## src/rtl/aes_key_sched_pkg.sv

```systemverilog
// aes_pkg: shared key-schedule helpers and state type.
// Contents: legal KEY_BITS check, NK/NR/NW derivation, GF(2^8) xtime,
// IDLE/GEN state enum.
package aes_pkg;

  typedef enum logic [0:0] {
    ST_IDLE = 1'b0,
    ST_GEN  = 1'b1
  } state_e;

  function automatic logic key_bits_ok(input int unsigned kb);
    return (kb == 128) || (kb == 192) || (kb == 256);
  endfunction

  function automatic int unsigned calc_nk(input int unsigned kb);
    return kb / 32;
  endfunction

  function automatic int unsigned calc_nr(input int unsigned kb);
    return calc_nk(kb) + 6;
  endfunction

  function automatic int unsigned calc_nw(input int unsigned kb);
    return 4 * (calc_nr(kb) + 1);
  endfunction

  // Multiply by x in GF(2^8) modulo x^8+x^4+x^3+x+1.
  function automatic logic [7:0] xtime(input logic [7:0] b);
    return {b[6:0], 1'b0} ^ (b[7] ? 8'h1b : 8'h00);
  endfunction

endpackage

```

## src/rtl/aes_key_sched_if.sv

```systemverilog
// aes_key_sched_if: key load handshake, status and round-key read port.
// master: key_in/key_valid/rd_round (+rd_rev) out; status and rd_key in.
// slave : mirror of master.
// AES_KEY_SCHED_REV_EN adds rd_rev (reverse round order on reads).
interface aes_key_sched_if #(
  parameter int unsigned KEY_BITS = 128
);
  logic [KEY_BITS-1:0] key_in;
  logic                key_valid;
  logic                key_ready;
  logic                busy;
  logic                done;
  logic                keys_valid;
  logic [3:0]          rd_round;
  logic [127:0]        rd_key;
`ifdef AES_KEY_SCHED_REV_EN
  logic                rd_rev;

  modport master (output key_in, key_valid, rd_round, rd_rev,
                  input  key_ready, busy, done, keys_valid, rd_key);
  modport slave  (input  key_in, key_valid, rd_round, rd_rev,
                  output key_ready, busy, done, keys_valid, rd_key);
`else
  modport master (output key_in, key_valid, rd_round,
                  input  key_ready, busy, done, keys_valid, rd_key);
  modport slave  (input  key_in, key_valid, rd_round,
                  output key_ready, busy, done, keys_valid, rd_key);
`endif
endinterface

```

## src/rtl/aes_key_sched_sub_word.sv

```systemverilog
// aes_sub_word: SubWord, one S-box per byte of a 32-bit schedule word.
// Ports: i_word (word in), o_word (substituted word out).
module aes_sub_word (
  input  logic [31:0] i_word,
  output logic [31:0] o_word
);

  for (genvar b = 0; b < 4; b++) begin : g_sbox
    sbox u_sbox (
      .i_a (i_word[8*b +: 8]),
      .o_s (o_word[8*b +: 8])
    );
  end

endmodule

```

## src/rtl/sbox.sv

```systemverilog
// sbox: AES forward S-box, computed as GF(2^8) inverse plus affine map.
// Ports: i_a (byte in), o_s (substituted byte out). Purely combinational.
module sbox
  import aes_pkg::*;
(
  input  logic [7:0] i_a,
  output logic [7:0] o_s
);

  function automatic logic [7:0] gf_mul(input logic [7:0] a, input logic [7:0] b);
    logic [7:0] p;
    logic [7:0] x;
    p = 8'h00;
    x = a;
    for (int k = 0; k < 8; k++) begin
      if (b[k]) p = p ^ x;
      x = xtime(x);
    end
    return p;
  endfunction

  // a^254 = a^-1 for a != 0, and 0 maps to 0.
  function automatic logic [7:0] gf_inv(input logic [7:0] a);
    logic [7:0] s;
    logic [7:0] r;
    s = a;
    r = 8'h01;
    for (int k = 1; k < 8; k++) begin
      s = gf_mul(s, s);
      r = gf_mul(r, s);
    end
    return r;
  endfunction

  logic [7:0] w_inv;

  assign w_inv = gf_inv(i_a);
  assign o_s   = w_inv ^ {w_inv[6:0], w_inv[7]}   ^ {w_inv[5:0], w_inv[7:6]}
                       ^ {w_inv[4:0], w_inv[7:5]} ^ {w_inv[3:0], w_inv[7:4]} ^ 8'h63;

endmodule

```

## src/rtl/aes_key_sched.sv

```systemverilog
// aes_key_sched: sequential AES-128/192/256 key expansion, one word per cycle,
// with a registered 128-bit round-key read port.
// Ports: clk, rst_n (async, active low), bus (aes_key_sched_if.slave).
// AES_KEY_SCHED_REV_EN: rd_rev selects round NR-rd_round on reads.
module aes_key_sched
  import aes_pkg::*;
#(
  parameter int unsigned KEY_BITS = 128
) (
  input  logic                  clk,
  input  logic                  rst_n,
  aes_key_sched_if.slave        bus
);

  localparam int unsigned NK = calc_nk(KEY_BITS);
  localparam int unsigned NR = calc_nr(KEY_BITS);
  localparam int unsigned NW = calc_nw(KEY_BITS);
  localparam int unsigned IW = 6;

  if (!key_bits_ok(KEY_BITS)) begin : g_bad_key_bits
    $error("aes_key_sched: KEY_BITS must be 128, 192 or 256");
  end

  state_e        r_state;
  state_e        w_state_nxt;
  logic [IW-1:0] r_idx;
  logic [2:0]    r_pos;          // i mod NK
  logic [7:0]    r_rcon;
  logic [31:0]   r_win [NK];     // w[i-NK] .. w[i-1]
  logic [31:0]   r_mem [NW];
  logic          r_done;
  logic          r_keys_valid;
  logic [127:0]  r_rd_key;

  logic          w_accept;
  logic          w_last;
  logic [31:0]   w_sub_in;
  logic [31:0]   w_sub_out;
  logic [31:0]   w_temp;
  logic [31:0]   w_new;
  logic          w_rd_ok;
  logic [3:0]    w_round;
  logic [IW-1:0] w_base;
  logic [127:0]  w_rd_data;

  assign w_accept = bus.key_valid && (r_state == ST_IDLE);
  assign w_last   = (r_idx == IW'(NW - 1));

  // State register.
  always_ff @(posedge clk or negedge rst_n) begin
    if (!rst_n) r_state <= ST_IDLE;
    else        r_state <= w_state_nxt;
  end

  // Next-state logic.
  always_comb begin
    w_state_nxt = r_state;
    case (r_state)
      ST_IDLE: if (w_accept) w_state_nxt = ST_GEN;
      ST_GEN:  if (w_last)   w_state_nxt = ST_IDLE;
      default: w_state_nxt = ST_IDLE;
    endcase
  end

  aes_sub_word u_sub_word (
    .i_word (w_sub_in),
    .o_word (w_sub_out)
  );

  // Next schedule word from the sliding window.
  always_comb begin
    w_sub_in = r_win[NK-1];
    w_temp   = r_win[NK-1];
    if (r_pos == 3'd0) begin
      w_sub_in = {r_win[NK-1][7:0], r_win[NK-1][31:8]};
      w_temp   = w_sub_out ^ {24'd0, r_rcon};
    end else if ((NK == 8) && (r_pos == 3'd4)) begin
      w_temp   = w_sub_out;
    end
    w_new = r_win[0] ^ w_temp;
  end

  // Read address; out-of-range rounds are clamped here and zeroed at the register.
  always_comb begin
    w_rd_ok = (bus.rd_round <= 4'(NR));
`ifdef AES_KEY_SCHED_REV_EN
    w_round = bus.rd_rev ? (4'(NR) - bus.rd_round) : bus.rd_round;
`else
    w_round = bus.rd_round;
`endif
    if (!w_rd_ok) w_round = 4'd0;
    w_base    = {w_round, 2'b00};
    w_rd_data = {r_mem[w_base + IW'(3)], r_mem[w_base + IW'(2)],
                 r_mem[w_base + IW'(1)], r_mem[w_base]};
  end

  // Generation control, window, status and read register.
  always_ff @(posedge clk or negedge rst_n) begin
    if (!rst_n) begin
      r_idx        <= '0;
      r_pos        <= 3'd0;
      r_rcon       <= 8'h01;
      r_done       <= 1'b0;
      r_keys_valid <= 1'b0;
      r_rd_key     <= '0;
      for (int j = 0; j < NK; j++) r_win[j] <= '0;
    end else begin
      r_done <= 1'b0;
      if (w_accept) begin
        for (int j = 0; j < NK; j++) r_win[j] <= bus.key_in[32*j +: 32];
        r_idx        <= IW'(NK);
        r_pos        <= 3'd0;
        r_rcon       <= 8'h01;
        r_keys_valid <= 1'b0;
      end else if (r_state == ST_GEN) begin
        for (int j = 0; j < NK - 1; j++) r_win[j] <= r_win[j+1];
        r_win[NK-1] <= w_new;
        r_idx       <= r_idx + 1'b1;
        r_pos       <= (r_pos == 3'(NK - 1)) ? 3'd0 : r_pos + 3'd1;
        if (r_pos == 3'd0) r_rcon <= xtime(r_rcon);
        if (w_last) begin
          r_done       <= 1'b1;
          r_keys_valid <= 1'b1;
        end
      end
      r_rd_key <= (r_keys_valid && !w_accept && w_rd_ok) ? w_rd_data : '0;
    end
  end

  // Schedule storage; contents are only visible while keys_valid is set.
  always_ff @(posedge clk) begin
    if (w_accept) begin
      for (int j = 0; j < NK; j++) r_mem[j] <= bus.key_in[32*j +: 32];
    end else if (r_state == ST_GEN) begin
      r_mem[r_idx] <= w_new;
    end
  end

  assign bus.key_ready  = (r_state == ST_IDLE);
  assign bus.busy       = (r_state == ST_GEN);
  assign bus.done       = r_done;
  assign bus.keys_valid = r_keys_valid;
  assign bus.rd_key     = r_rd_key;

endmodule

```

## src/flat_wrapper.sv

```systemverilog
// flat-port wrapper written by rule: the top's interface ports become plain ports
module aes_key_sched_flat import aes_pkg::*;
#(
  parameter int unsigned KEY_BITS = 128
)
  (clk, rst_n, bus_key_in, bus_key_valid, bus_rd_round, bus_key_ready, bus_busy, bus_done, bus_keys_valid, bus_rd_key);
  aes_key_sched_if #(.KEY_BITS(KEY_BITS)) bus_i ();
  input  logic clk;
  input  logic rst_n;
  input wire logic [$bits(bus_i.key_in)-1:0] bus_key_in;
  input wire logic [$bits(bus_i.key_valid)-1:0] bus_key_valid;
  input wire logic [$bits(bus_i.rd_round)-1:0] bus_rd_round;
  output wire logic [$bits(bus_i.key_ready)-1:0] bus_key_ready;
  output wire logic [$bits(bus_i.busy)-1:0] bus_busy;
  output wire logic [$bits(bus_i.done)-1:0] bus_done;
  output wire logic [$bits(bus_i.keys_valid)-1:0] bus_keys_valid;
  output wire logic [$bits(bus_i.rd_key)-1:0] bus_rd_key;
  assign bus_i.key_in = bus_key_in;
  assign bus_i.key_valid = bus_key_valid;
  assign bus_i.rd_round = bus_rd_round;
  assign bus_key_ready = bus_i.key_ready;
  assign bus_busy = bus_i.busy;
  assign bus_done = bus_i.done;
  assign bus_keys_valid = bus_i.keys_valid;
  assign bus_rd_key = bus_i.rd_key;
  aes_key_sched #(.KEY_BITS(KEY_BITS)) u_core (.clk(clk), .rst_n(rst_n), .bus(bus_i));
endmodule
```

## config.mk

```make
export PLATFORM = sky130hd
export DESIGN_NAME = aes_key_sched_flat
export DESIGN_NICKNAME = d
export VERILOG_FILES = /design/src/rtl/aes_key_sched_pkg.sv /design/src/rtl/aes_key_sched_if.sv /design/src/rtl/aes_key_sched_sub_word.sv /design/src/rtl/sbox.sv /design/src/rtl/aes_key_sched.sv /design/src/flat_wrapper.sv
export SDC_FILE = /design/constraint.sdc
export NUM_CORES = 2
export LEC_CHECK = 0
export BUFFER_PORTS_ARGS = -buffer_cell sky130_fd_sc_hd__buf_4
export CAP_MARGIN = 5
export CORE_MARGIN = 5
export CORE_UTILIZATION = 59
export DETAILED_ROUTE_END_ITERATION = 12
export PLACE_DENSITY = 0.79
export REMOVE_ABC_BUFFERS = 1
export SETUP_SLACK_MARGIN = 0.05
export SLEW_MARGIN = 25
export SYNTH_ARGS = -nofsm -noshare
export SYNTH_HDL_FRONTEND = slang
export SYNTH_HIERARCHICAL = 1
export SYNTH_SLANG_ARGS = --single-unit
```

## constraint.sdc

```tcl
create_clock -name clk -period 15.95 [get_ports clk]
set_clock_uncertainty 0.15 [all_clocks]
set_input_delay 3.19 -clock clk [delete_from_list [all_inputs] [get_ports clk]]
set_output_delay 3.19 -clock clk [all_outputs]
set_load 0.05 [all_outputs]
```

==> out/qor.txt <==
Crit path buf inv count -> 11
Slew Limit Headroom -> 20.9%
Final WL -> 445 mm
Nets -> 14028
Cell variety after synth -> 123
DRT iter0 DRCs -> 15863
Worst setup EP type -> flop
Vias in the first global route -> 106568
YS warnings -> 6
DR vias -> 112211
Ratio of cells with drive above 1 in the final layout -> 23.5%
DP Worst Slack -> -1.26 ns
Top_reg_cell synth -> edfxtp_1
First-pass GRT wire length -> 651 mm
Core Footprint -> 222000 um^2
Most frequent cells in the layout -> buf_4, edfxtp_1, xnor2_1
Cells after Synth -> 12939
CTS buffer count -> 159
# hold bufs at CTS -> 0
# clock sinks -> 1684
Synthesized area per cell -> 10.2 um^2
Largest net degree at the start of global routing -> 174
Final period util -> 99.9%
Worst Path Required -> 16.36 ns
Status -> complete, no violations
CP arrival -> 16.34 ns
First-pass iteration count of the detailed router -> 9
CP peak stage delay -> 0.53 ns
Initial core utilization -> 59.2%
Setup ws final -> 0.0138 ns
Die height -> 482 um
I/O Buffers -> 266
Max FO, Critical Path -> 19
Most common cell after layout, fill and taps aside -> buf_4
CP max stage cell -> xnor3_2
Worst setup path class -> flop to flop
Avg Vias per Cell -> 6.60
Post-DP HPWL -> 286 mm
Die Footprint -> 232000 um^2
Clock transition at path regs -> 0.07 ns
Post-synthesis sequential area ratio -> 37.4%
CTS tree -> yes
Initial antenna violation count -> 29
Final Hold Fails -> 0
Layout area overhead -> 18.2%
Final ANT Viol Nets -> 0
Startpoint Class -> flop
Maxcap violations -> 0
Die Width -> 482 um
Multi-input logic area -> 81700 um^2
CTS Buffer Depth -> 3
Grt ovf -> 0
CTS H-tree depth -> 4
Worst-Margin Slew -> 1.19 ns
Unrepaired setup endpoints after global routing -> yes
Worst min path class -> flop to flop
EDFF count, synth -> 1408
Cell family with most CP delay -> XOR/XNOR gates
FF+latch count, synth -> 1684
Clock Latency Late Sink -> 0.81 ns
Pins Over Slew Limit -> 0
Filler cell count -> 15466
Ys async rst share -> 16.4%
Min Tclk post-route -> 15.94 ns
FMAX -> 62.8 MHz
Setup Viol. Count Final -> 0
Global-route usage over all layers -> 36.1%
Synth Cell Area -> 131000 um^2
RePlAce Congestion -> 0.990
DRC Markers -> 0
Reg area -> 49200 um^2
Clock root cell -> clkbuf_16
Routed len/inst -> 26.2 um
IO Count -> 267
Setup TNS -> 0 ns
Core Rows -> 173
## registers in the layout (all words and copies together) (netlist names)
| register | count |
|---|---|
| u_core/bus.done | 1 |
| u_core/r_mem | 1408 |
| u_core/bus.busy | 1 |
| u_core/r_pos | 3 |
| u_core/r_idx | 6 |
| u_core/bus.keys_valid | 1 |
| u_core/r_win | 128 |
| u_core/r_rcon | 8 |
| u_core/bus.rd_key | 128 |
## through the flow
stage | instance area, um^2 | utilization [%] | hold slack, ns | cells
2_1_floorplan | 127000 | - | 0.302 | 11967
3_3_place_gp | 143000 | 64.3 | 0.312 | 16344
3_5_place_dp | 143000 | 64.3 | 0.318 | 16344
4_1_cts | 150000 | 67.6 | 0.335 | 16709
5_1_grt | 155000 | 70.0 | 0.364 | 16990
6_report | 155000 | 70.0 | 0.330 | 16996
## cell type report
class	instances	area share (%)
Inverter	252	0.618
Antenna cell	23	0.0371
Tap cell	2975	2.40
Clock buffer	227	2.92
Multi-Input combinational cell	10036	52.6
Sequential cell	1684	31.7
Timing Repair Buffer	1729	9.23
Clock inverter	70	0.557
## repair_timing
action,CTS,global route
pin swaps,64,253
cloned,2,8
hold endpoints to repair,0,0
gates resized for setup,245,547
endpoints found under the setup margin,1440,1440
buffers inserted,66,256
## routing by layer
| metal | share of wire, % | vias to the layer above | wire length, um | track usage, % |
|---|---|---|---|---|
| met5 | 0.027 | - | 121 | 0 |
| met3 | 11 | 1589 | 50900 | 7.17 |
| met4 | 7.3 | 6 | 32400 | 21.4 |
| li1 | - | 48716 | - | - |
| met1 | 36 | 53975 | 161000 | 47.1 |
| met2 | 45 | 7925 | 200000 | 56.3 |
## path summary, 6_finish.rpt
path	from	to	slack (ns)	depth (start not counted)
worst max-delay path	u_core/r_pos[0]$_DFFE_PN0P_	u_core/r_mem[3][4]$_DFFE_PP_	0.01	61
worst min-delay path	u_core/r_win[48]$_DFFE_PN0P_	u_core/r_win[80]$_DFFE_PN0P_	0.33	2
worst max register to register	u_core/r_pos[0]$_DFFE_PN0P_	u_core/r_mem[3][4]$_DFFE_PP_	0.01	61
worst min register to register	u_core/r_win[48]$_DFFE_PN0P_	u_core/r_win[80]$_DFFE_PN0P_	0.33	2
max in group asynchronous	rst_n	u_core/bus.rd_key[77]$_DFF_PN0_	11.30	3
min in group asynchronous	rst_n	u_core/bus.rd_key[52]$_DFF_PN0_	2.27	1
## synth_stat cells, types with 45 or more instances
master	number	area share, %
nand4_1	57	0.27
nor3_1	210	0.80
mux2i_1	456	3.5
o21ai_0	837	3.2
o32a_1	142	1.1
buf_4	59	0.34
nand2b_1	228	1.1
a22oi_1	194	1.1
nor2b_1	240	1.1
o21ai_1	81	0.31
buf_1	77	0.22
and2_1	52	0.25
edfxtp_1	1408	32
mux2_2	175	1.5
a21oi_1	342	1.3
a31oi_1	192	0.91
o22ai_1	236	1.1
o211ai_1	45	0.26
nand2_1	1148	3.3
nor2_1	1255	3.6
a221oi_1	138	0.92
xnor2_2	176	2.2
nor4_1	50	0.24
a211oi_1	347	2.0
dfrtp_1	275	5.2
nand3_1	205	0.78
xor3_1	52	0.94
o31ai_1	50	0.29
xor2_1	381	2.5
or3_1	45	0.21
xor2_2	48	0.59
xnor2_1	1411	9.4
xnor3_1	356	6.1
buf_2	168	0.64
inv_1	215	0.61
clkbuf_1	621	1.8
## worst min-delay path: cells and delay by family (launching register included)
family | cells | cell delay, ns
simple gates | 1 | 0.05
flops | 1 | 0.34
compound gates | 1 | 0.06
## kinds of logic after synthesis
| logic type | after synthesis | share of synthesized area (%) |
|---|---|---|
| DFF | 1684 | 37.4 |
| adders and majority gates | 35 | 0.326 |
| and+or+nand+nor | 3719 | 13.0 |
| xor gates and xnor gates | 2536 | 24.0 |
| buffers and inverters | 1224 | 4.09 |
| muxes | 643 | 5.15 |
| AOI/OAI and AO/OA | 3098 | 16.0 |
Power is left out: the tool's default activity adds up to more than one toggle a clock period on the data nets, which glitch-free logic cannot reach.
